### config.mk
export PLATFORM = sky130hd
export DESIGN_NAME = hub_slot_arb
export DESIGN_NICKNAME = d
export VERILOG_FILES = /design/src/rtl/hub_slot_arb.sv
export SDC_FILE = /design/constraint.sdc
export NUM_CORES = 1
export LEC_CHECK = 0
export BUFFER_PORTS_ARGS = -buffer_cell sky130_fd_sc_hd__buf_2
export CAP_MARGIN = 15
export CORE_AREA = 2 2 212 214
export CTS_CLUSTER_DIAMETER = 150
export DETAILED_ROUTE_END_ITERATION = 16
export DIE_AREA = 0 0 214 216
export PLACE_DENSITY = 0.44
export SLEW_MARGIN = 20
export SYNTH_ARGS = -nofsm -noshare
export SYNTH_HDL_FRONTEND = slang
export SYNTH_SLANG_ARGS = --single-unit
### constraint.sdc
create_clock -name clk_cog -period 4.4 [get_ports clk_cog]
set_input_delay 0.44 -clock clk_cog [delete_from_list [all_inputs] [get_ports clk_cog]]
set_output_delay 0.44 -clock clk_cog [all_outputs]
set_load 0.01 [all_outputs]
### src/rtl/hub_slot_arb.sv
// hub_slot_arb: shares the single hub memory port among NCOGS cogs.
// Each qualifying bus cycle at most one eligible cog is granted. Its
// operands are driven onto the hub_mem port, and its ack pulses one clock
// later together with the returned read word.
module hub_slot_arb #(
  parameter int NCOGS      = 8,
  parameter int AW         = 14,
  parameter int FIXED_SLOT = 1
) (
  input  logic                       clk_cog,
  input  logic                       res,
  input  logic                       ena_bus,
  input  logic [NCOGS-1:0]           req,
  input  logic [NCOGS-1:0]           w,
  input  logic [4*NCOGS-1:0]         wb,
  input  logic [AW*NCOGS-1:0]        a,
  input  logic [32*NCOGS-1:0]        d,
  output logic [NCOGS-1:0]           ack,
  output logic [31:0]                q,
  output logic [$clog2(NCOGS)-1:0]   slot,
  output logic                       mem_ena,
  output logic                       mem_w,
  output logic [3:0]                 mem_wb,
  output logic [AW-1:0]              mem_a,
  output logic [31:0]                mem_d,
  input  logic [31:0]                mem_q
);

  localparam int SW = $clog2(NCOGS);
  localparam logic [SW-1:0] PTR_ONE = SW'(1);

  // Slot pointer and the grant issued on the previous edge (ack source).
  logic [SW-1:0]    ptr_q;
  logic [SW-1:0]    ptr_d;
  logic [NCOGS-1:0] ack_pend_q;

  logic [NCOGS-1:0] elig_s;
  logic [NCOGS-1:0] gnt_s;
  logic [SW-1:0]    gidx_s;
  logic [SW-1:0]    cand_s;
  logic             found_s;

  // A cog whose ack is showing this cycle sits out one arbitration round.
  assign elig_s = req & ~ack_pend_q;

  // Grant selection: strict rotating slot, or first eligible at/after ptr.
  always_comb begin
    gnt_s   = '0;
    gidx_s  = '0;
    cand_s  = '0;
    found_s = 1'b0;
    if (ena_bus && !res) begin
      if (FIXED_SLOT != 0) begin
        if (elig_s[ptr_q]) begin
          gnt_s[ptr_q] = 1'b1;
          gidx_s       = ptr_q;
          found_s      = 1'b1;
        end else begin
          gnt_s = '0;
        end
      end else begin
        for (int i = 0; i < NCOGS; i++) begin
          // NCOGS is a power of two, so the wrap is a plain truncation.
          cand_s = ptr_q + SW'(i);
          if (!found_s && elig_s[cand_s]) begin
            gnt_s[cand_s] = 1'b1;
            gidx_s        = cand_s;
            found_s       = 1'b1;
          end else begin
            found_s = found_s;
          end
        end
      end
    end else begin
      gnt_s = '0;
    end
  end

  // Pointer advance: every bus cycle in slot mode, past the winner otherwise.
  always_comb begin
    ptr_d = ptr_q;
    if (ena_bus) begin
      if (FIXED_SLOT != 0) begin
        ptr_d = ptr_q + PTR_ONE;
      end else if (found_s) begin
        ptr_d = gidx_s + PTR_ONE;
      end else begin
        ptr_d = ptr_q;
      end
    end else begin
      ptr_d = ptr_q;
    end
  end

  // State registers; the pending ack is simply last cycle's grant.
  always_ff @(posedge clk_cog) begin
    if (res) begin
      ptr_q      <= '0;
      ack_pend_q <= '0;
    end else begin
      ptr_q      <= ptr_d;
      ack_pend_q <= gnt_s;
    end
  end

  // Operand mux: grant is one-hot, so an AND-OR tree selects the winner.
  always_comb begin
    mem_w  = 1'b0;
    mem_wb = 4'h0;
    mem_a  = '0;
    mem_d  = 32'h0;
    for (int k = 0; k < NCOGS; k++) begin
      mem_w  = mem_w  | (w[k] & gnt_s[k]);
      mem_wb = mem_wb | (wb[4*k +: 4] & {4{gnt_s[k]}});
      mem_a  = mem_a  | (a[AW*k +: AW] & {AW{gnt_s[k]}});
      mem_d  = mem_d  | (d[32*k +: 32] & {32{gnt_s[k]}});
    end
  end

  assign mem_ena = |gnt_s;
  assign slot    = ptr_q;

  // Reset arriving on the ack cycle drops the ack; the access is lost.
  assign ack = ack_pend_q & {NCOGS{~res}};
  assign q   = (|ack) ? mem_q : 32'h0;

endmodule
==> results.yml <==
run_status:
  status: "finished clean"
floorplanning:
  io_pins: 546
  die_area_sq_um: 46200
  rows: 77
  die_w_um: 214
  core-area_sq_um: 43800
  initial_core_util: 0.0975
  die_h_um: 216
sta:
  tightest_slew_ns: 1.10
  setup_tns_ns: 0
  period_needed_ns: 3.38
  rsz0062_at_grt: "false"
  hold_viol: 0
  max_freq_mhz: 296
  finalWorstSetupSlack_ns: 1.02
  layout_worst_path_cycle_share: 0.768
  slew_violations: 0
  relSlewSlack: 0.265
  setup_violations: 0
  skew_ns: 0.000915
drt:
  wl_met2_mm: 12.0
  antenna_left: 0
  viasPerCell: 3.69
  finalWirelength_mm: 24.6
  dr.max_layer_used: "met5"
  drt_iter0_drc: 281
  vias: 5506
  drc: 0
  firstDrtPassIters: 4
  wl_met1_mm: 9.85
  wire_per_inst_um: 16.5
  wl_met3_mm: 1.96
power:
  power_leakage_nw: 3.92
  p_int_mw: 0.618
  power_mw: 0.965
  power_frac_comb: 0.720
  seqPwrFrac: 0.110
  p_clk_frac: 0.171
  vdd_drop_max_v: 0.000113
  power_density_nw_per_um2: 126
  p_sw_mw: 0.347
  sw_frac_of_total: 0.360
cells_and_area:
  multi_input_area_sq_um: 3420
  fillerInstances: 4964
  ff_latch_area_sq_um: 228
  syn_to_final_growth_pct: 79.3
  final_area_sq_um: 7660
  layout.nets: 1355
  diodes: 0
  fin_util: 0.175
  drive_above_1_share: 0.792
synthesis:
  synth_most_common_cell: "inv_1"
  ys_types: 30
  synth-seq-cells: 11
  synthTopCellsByArea: "mux4_2 54%, o22ai_2 14%, inv_1 9.1%, dfxtp_1 5.2%, and2_1 4.7%"
  yosysSeqAreaShare: 0.0515
  yosys.area.top_type: "mux4_2"
  synthCells: 385
  synth_top_area_share: 0.543
  syn_area_sq_um: 4270
  synth.net_count: 837
  yosys_most_used_dff: "dfxtp_1"
  async_flop_share: 0
  synth_area_per_cell_sq_um: 11.1
  synth_warnings: 0
  synth_edf_count: 0
  ys_top_cells_by_count: "104 x inv_1, 103 x mux4_2, 47 x o22ai_2"
placement:
  place_ws_ns: 1.24
  portBuffers: 545
  placed_cell_area_sq_um: 7580
  place_congestion: 0.990
  dp_hpwl_mm: 21.6
clock_network:
  cts_resized: 0
  cts_tree: "built"
  cts_setup_buffers: 0
  clk_latency_ns: 0.24
  cts_buffers: 3
  ctsHoldBuffers: 0
  clk_path_buf_depth: 2
  cts_sinks: 11
  cts_root_buffer: "clkbuf_16"
  htreeDepth: 1
  clkTransAtPathRegs_ns: 0.04
worst_setup_path:
  required_ns: 3.96
  cp_max_fo: 55
  arrival_ns: 2.94
  start_kind: "flop"
  cp_slowest_cell: "or4_4"
  crit_path_end_kind: "primary output"
  worstSetupPathType: "flop to primary output"
  critical_path.max_stage_delay_ns: 0.94
  path_cells: "buf_4 -> a311oi_1 -> or4_4 -> o22ai_1 -> buf_2"
global_routing:
  track_usage: 0.0986
  grt_overflow: 0
  antenna_found_initial: 4
  grt_first_pass_wirelength_mm: 34.9
  grt_pass1_vias: 5873
  grt_max_degree: 61
run:
  drv_cap: 0
hold_path:
  min_path_type: "input port to flop"
-- layer usage --
metal,vias to the layer above,track usage
met3,32,0.0186
met5,-,0
met4,4,0.0303
met1,2640,0.121
met2,349,0.174
li1,2481,-
-- critical path: cells and delay by family (launching register included) --
kind,cells,cell delay [ns]
AOI/OAI and AO/OA,2,0.63
buffers and inverters,2,0.74
DFF,1,0.34
and+or+nand+nor,1,0.94
-- layout by cell type (no fill, tap or decap) --
master	count
a21oi_1	2
a311oi_1	1
and2_1	32
buf_12	1
buf_2	545
buf_4	7
clkbuf_16	3
clkinv_2	1
dfxtp_1	9
dfxtp_4	2
ha_1	1
inv_1	104
mux2i_1	1
mux4_2	103
nand2_1	3
nand2b_1	3
nand3b_1	1
nand4b_4	1
nor2_1	7
nor2_2	3
nor2b_1	11
nor3_1	2
nor3b_1	1
nor4_1	2
o22ai_1	4
o22ai_2	47
o311a_1	1
or3_1	1
or4_4	1
xnor2_1	1
xor2_1	1
-- power by group through the flow --
| stage | Sequential (mW) | Clock [mW] | Combinational, mW |
|---|---|---|---|
| after floorplan | 0.108 | 0 | 0.403 |
| after global placement | 0.108 | 0 | 0.697 |
| after detailed placement | 0.108 | 0 | 0.703 |
| after CTS | 0.106 | 0.169 | 0.705 |
| after global routing | 0.106 | 0.176 | 0.754 |
| final | 0.106 | 0.165 | 0.694 |
-- path summary, 6_finish.rpt --
kind | end | slack, ns | cells after the start | start
worst max-delay path | mem_d[31] | 1.02 | 5 | slot[2]
worst min register to register | slot[1] | 0.63 | 2 | slot[1]
worst min-delay path | slot[0] | 0.54 | 2 | res
worst max register to register | ack_pend_q[0] | 2.10 | 4 | slot[2]
-- flip-flops by register name, summed over array words and instances (netlist names) --
name,count
ack_pend_q,8
slot,3
-- cells by family (layout without fill, tap and decap cells) --
| logic type | count (synthesis) | count (layout) | share of synthesized area |
|---|---|---|---|
| compound gates | 55 | 55 | 0.150 |
| xor+xnor | 2 | 2 | 0.00410 |
| fa+ha+maj | 1 | 1 | 0.00293 |
| buf+inv | 144 | 661 | 0.150 |
| flops | 11 | 11 | 0.0515 |
| mux | 104 | 104 | 0.545 |
| simple gates | 68 | 68 | 0.0960 |
-- through the flow --
stage          hold WS (ns)  std cells
6_report              0.540       1494
5_1_grt               0.550       1494
2_1_floorplan         0.588        385
3_5_place_dp          0.623       1490
3_3_place_gp          0.630       1490
4_1_cts               0.537       1494
-- area by class of cell --
| class | count | share of cell area |
|---|---|---|
| Sequential cell | 11 | 0.0297 |
| Timing Repair Buffer | 553 | 0.365 |
| Inverter | 104 | 0.0509 |
| Clock inverter | 1 | 0.000653 |
| Multi-Input combinational cell | 230 | 0.447 |
| Tap cell | 592 | 0.0967 |
| Clock buffer | 3 | 0.00980 |
Note: power is estimated with default switching activity, not from simulation.
